--- src/rtl/can_destuffer.sv ---
// CAN bit destuffer: bus-idle/SOF detection, stuff-bit removal and stuff-error reporting.
// Optional macro CAN_DESTUFF_STUFF_CNT_EN enables the per-frame stuff-bit counter on stuff_cnt.
module can_destuffer #(
    parameter int STUFF_LEN = 5,
    parameter int IDLE_BITS = 11,
    parameter int CNT_W     = 10
) (
    input  logic             clk,
    input  logic             reset,
    input  logic             sp,
    input  logic             CAN_RX,
    input  logic             stuff_en,
    input  logic             frame_done,
    output logic             bit_out,
    output logic             bit_valid,
    output logic             isStuff,
    output logic             stuff_err,
    output logic             sof,
    output logic [CNT_W-1:0] bit_cnt,
    output logic             busy,
    output logic [7:0]       stuff_cnt
);
    localparam int RUN_W = $clog2(STUFF_LEN + 1);
    localparam int IDL_W = $clog2(IDLE_BITS + 1);

    typedef enum logic [1:0] {S_WAIT_IDLE, S_IDLE, S_ACTIVE, S_ERROR} state_t;

    state_t           r_state;
    logic [RUN_W-1:0] r_run;
    logic             r_last;
    logic [IDL_W-1:0] r_idle;
    logic             w_slot;
    logic             w_err;

    assign w_slot = stuff_en && (r_run == RUN_W'(STUFF_LEN));
    assign w_err  = sp && (r_state == S_ACTIVE) && w_slot && (CAN_RX == r_last);

    always_ff @(posedge clk or negedge reset) begin
        if (!reset) begin
            r_state   <= S_WAIT_IDLE;
            r_run     <= '0;
            r_last    <= 1'b1;
            r_idle    <= '0;
            bit_out   <= 1'b1;
            bit_valid <= 1'b0;
            isStuff   <= 1'b0;
            stuff_err <= 1'b0;
            sof       <= 1'b0;
            bit_cnt   <= '0;
            busy      <= 1'b0;
        end else begin
            bit_valid <= 1'b0;
            isStuff   <= 1'b0;
            stuff_err <= 1'b0;
            sof       <= 1'b0;
            case (r_state)
                S_WAIT_IDLE: begin
                    if (sp) begin
                        bit_out <= CAN_RX;
                        if (!CAN_RX) begin
                            r_idle <= '0;
                        end else if (r_idle >= IDL_W'(IDLE_BITS - 1)) begin
                            r_idle  <= IDL_W'(IDLE_BITS);
                            r_state <= S_IDLE;
                        end else begin
                            r_idle <= r_idle + IDL_W'(1);
                        end
                    end
                end
                S_IDLE: begin
                    if (sp) begin
                        bit_out <= CAN_RX;
                        if (!CAN_RX) begin
                            r_state   <= S_ACTIVE;
                            sof       <= 1'b1;
                            bit_valid <= 1'b1;
                            bit_cnt   <= CNT_W'(1);
                            r_run     <= RUN_W'(1);
                            r_last    <= 1'b0;
                            busy      <= 1'b1;
                        end
                    end
                end
                S_ACTIVE: begin
                    if (sp) begin
                        bit_out <= CAN_RX;
                        if (w_slot) begin
                            // Bit after STUFF_LEN equal bits must be the complement.
                            if (CAN_RX != r_last) begin
                                isStuff <= 1'b1;
                                r_run   <= RUN_W'(1);
                                r_last  <= CAN_RX;
                            end else begin
                                stuff_err <= 1'b1;
                                r_state   <= S_ERROR;
                            end
                        end else begin
                            bit_valid <= 1'b1;
                            if (bit_cnt != '1)
                                bit_cnt <= bit_cnt + CNT_W'(1);
                            if (CAN_RX == r_last) begin
                                if (r_run != RUN_W'(STUFF_LEN))
                                    r_run <= r_run + RUN_W'(1);
                            end else begin
                                r_run <= RUN_W'(1);
                            end
                            r_last <= CAN_RX;
                        end
                    end
                    // A coincident sp bit is still emitted above; the frame then closes.
                    if (frame_done && !w_err) begin
                        r_state <= S_WAIT_IDLE;
                        bit_cnt <= '0;
                        r_idle  <= '0;
                        busy    <= 1'b0;
                    end
                end
                S_ERROR: begin
                    r_state <= S_WAIT_IDLE;
                    bit_cnt <= '0;
                    r_run   <= '0;
                    r_last  <= 1'b1;
                    r_idle  <= '0;
                    busy    <= 1'b0;
                end
                default: r_state <= S_WAIT_IDLE;
            endcase
        end
    end

`ifdef CAN_DESTUFF_STUFF_CNT_EN
    logic [7:0] r_stuff_cnt;
    logic       w_stuff;
    logic       w_sof;

    assign w_stuff = sp && (r_state == S_ACTIVE) && w_slot && (CAN_RX != r_last);
    assign w_sof   = sp && (r_state == S_IDLE) && !CAN_RX;

    always_ff @(posedge clk or negedge reset) begin
        if (!reset)
            r_stuff_cnt <= '0;
        else if (w_sof)
            r_stuff_cnt <= '0;
        else if (w_stuff && (r_stuff_cnt != 8'hFF))
            r_stuff_cnt <= r_stuff_cnt + 8'd1;
    end

    assign stuff_cnt = r_stuff_cnt;
`else
    assign stuff_cnt = 8'd0;
`endif
endmodule
--- config.mk ---
export PLATFORM = sky130hd
export DESIGN_NAME = can_destuffer
export DESIGN_NICKNAME = d
export VERILOG_FILES = /design/src/rtl/can_destuffer.sv
export SDC_FILE = /design/constraint.sdc
export NUM_CORES = 1
export LEC_CHECK = 0
export CAP_MARGIN = 30
export CORE_MARGIN = 1
export CORE_UTILIZATION = 42
export DETAILED_ROUTE_END_ITERATION = 16
export HOLD_SLACK_MARGIN = 0.1
export PLACE_DENSITY = 0.65
export SETUP_SLACK_MARGIN = 0.15
export SLEW_MARGIN = 20
export SYNTH_ARGS = -nofsm -noshare
export SYNTH_HDL_FRONTEND = slang
export SYNTH_SLANG_ARGS = --single-unit
--- constraint.sdc ---
create_clock -name clk -period 1.7 [get_ports clk]
set_input_delay 0.51 -clock clk [delete_from_list [all_inputs] [get_ports clk]]
set_output_delay 0.51 -clock clk [all_outputs]
set_load 0.05 [all_outputs]
==> results.cfg <==
[floorplanning]
die_w_um = 65.6
core-area_um2 = 3770
start_util_pct = 45.1
design.die.area_um2 = 4310
die_h_um = 65.6
rows = 22
ios = 30

[timing]
grt_setup_unrepaired = true
setup_viol = 18
max_freq_mhz = 537
skew_ps = 3.81
setup_ws_ps = -164
slew_viol_final = 0
hold_violations = 0
fin_tns_setup_ps = -1700
finalCritPeriodShare_pct = 110
hold_ws_ps = 517
min_period_ps = 1860

[clocking]
cts_tree = built
hold_buffers = 0
htree_levels = 1
clockBufferDepth = 2
clk_latency_ps = 270
clock-sinks = 26
cts_made_buffers = 3
cts_root_buf = clkbuf_8
path_clk_slew_ps = 90

[critical_path]
cp-end-kind = register
critPathLaunchType = register
critPathMaxStageDelay_ps = 410
crit_fanout = 6
reg2reg_slack_ps = -160
crit_required_ps = 1870
cp.arrival_ps = 2030
worstSetupPathType = register to register
cpMaxStageDelayCell = dfrtp_2
cp_cell_sequence = inv_2 -> ha_4 -> and2b_2 -> a41oi_4 -> and2_4 -> mux2_4

[layout]
fillers = 246
areaGrowthSynthToFinish_pct = 63.0
final_core_util_pct = 73.5
nets = 268
diodes = 0
layout-drive-gt1-share_pct = 53.8

[synth]
synth_seq_cells = 26
synth_top_flop_cell = dfrtp_1
synth_area_um2 = 1700
synth_edf_count = 0
synth.avg_cell_area_um2 = 9.77
synthCells = 174
seq_area_frac_synth_pct = 38.4
yosys_warnings = 0
yosysUniqueCellTypes = 48
ys_async_sr_fraction_pct = 100

[run_status]
violations = negative setup slack
status = finished with violations

[drt]
remaining_drc_errors = 0
vias = 1578
viasPerCell = 5.28
drt_wl_total_um = 4300
post_drt_wl_per_cell_um = 14.4
dr.pass1.iters = 4
drt_iter0_drc = 98
drtAntennaViolNets = 0

[global_routing]
grt_max_degree = 27
overflow = 0
track_usage_pct = 21.8
antenna_found_initial = 0
grt_pass1_vias = 1660
grt_pass1_wl_um = 7190

[power]
ir_drop_mv = 1.03
p_leak_nw = 1.24
p_per_area_nw_per_um2 = 1420

[worst_hold_path]
hold_class = register to register

[run]
drv_cap = 0

[place]
dp_hpwl_um = 3150
io_buffers = 21
pre_cts_ws_ps = -640
gp_congestion = 0.853
==> cells in the final DEF, fill, tap and decap left out, drive strengths merged, types with 2 or more instances in the layout <==
| master | n |
|---|---|
| o21a | 3 |
| dfrtp | 24 |
| conb | 8 |
| nor2b | 2 |
| nand2 | 15 |
| mux2 | 3 |
| a41oi | 2 |
| dlygate4sd2 | 4 |
| ha | 10 |
| and4 | 2 |
| a31oi | 2 |
| nor2 | 9 |
| o21ai | 15 |
| and2 | 4 |
| or2 | 2 |
| and2b | 2 |
| clkbuf | 4 |
| o32ai | 2 |
| a32oi | 2 |
| nand2b | 2 |
| nand3 | 5 |
| o31ai | 8 |
| inv | 10 |
| a21oi | 14 |
| buf | 77 |
| dfstp | 2 |
| nand3b | 3 |
==> cell type report <==
| class | count | area, um2 | share of cell area (%) |
|---|---|---|---|
| Tap cell | 48 | 60.1 | 2.17 |
| Inverter | 10 | 37.5 | 1.35 |
| Clock buffer | 4 | 55.1 | 1.99 |
| Timing Repair Buffer | 82 | 862 | 31.1 |
| Multi-Input combinational cell | 129 | 1090 | 39.5 |
| Sequential cell | 26 | 662 | 23.9 |
==> routing by layer <==
layer	wire (um)	global-route usage [%]	vias up	part of all wire (%)
met5	0	0	-	0
met4	95	9.24	0	2.2
met3	112	2.26	13	2.6
met2	2270	40.2	44	53
met1	1830	25.3	763	42
li1	-	-	758	-
==> synth_stat cells (3+ instances only) <==
library cell | count | area [um2]
mux2_2 | 3 | 33.8
nand3b_1 | 3 | 22.5
a21oi_1 | 13 | 65.1
o31ai_1 | 4 | 30.0
o21a_1 | 3 | 22.5
o21ai_0 | 14 | 70.1
buf_4 | 11 | 82.6
dfrtp_1 | 24 | 601
o31ai_2 | 4 | 50.1
nor2_1 | 9 | 33.8
nand3_1 | 5 | 25.0
ha_1 | 10 | 125
nand2_1 | 15 | 56.3
buf_6 | 5 | 56.3
inv_1 | 9 | 33.8
==> flip-flops by register name, indices dropped and copies added, names as in the netlist <==
register,count
isStuff,1
sof,1
stuff_err,1
bit_out,1
r_idle,4
r_state,2
busy,1
r_run,3
r_last,1
bit_valid,1
bit_cnt,10
==> kinds of logic after synthesis <==
group,share of synthesized area [%]
other cells,0.221
buf+inv,10.4
xor+xnor,0.957
flops,38.4
fa+ha+maj,7.36
simple gates,16.3
mux,1.99
compound gates,24.4
==> timing repair <==
item	CTS	global route
pin swaps	5	0
setup buffers	5	5
endpoints found under the setup margin	21	20
gates resized for setup	24	18
==> critical path: cells and delay by family (launching register included) <==
kind	cells	cell delay [ps]
buffers and inverters	1	70
multiplexers	1	290
adder cells (fa/ha/maj)	1	170
AO/OA/AOI/OAI	1	330
AND/OR/NAND/NOR	2	480
flip-flops	1	410
==> path summary, 6_finish.rpt <==
path,from,to,cells past startpoint
setup / recovery,r_state[0],r_idle[1],6
hold / removal,bit_out,bit_out,2
setup reg to reg,r_state[0],r_idle[1],6
hold reg to reg,bit_out,bit_out,2
max in group asynchronous,reset,bit_out,2
min in group asynchronous,reset,r_idle[2],2
==> power breakdown <==
part / switching [mW] / internal, mW / leakage [nW]
clock network: 0.199 / 0.207 / 0.0288
logic: 1.26 / 1.37 / 0.883
registers: 0.135 / 0.771 / 0.329
==> through the flow <==
stage          total power, mW  instance area (um2)  instances
3_5_place_dp              3.15                 2500        285
5_1_grt                   4.19                 2770        299
3_3_place_gp              3.07                 2500        285
6_report                  3.94                 2770        299
4_1_cts                   3.71                 2650        294
2_1_floorplan             2.23                 1820        181
No activity file was read; power rests on OpenSTA's default activity.
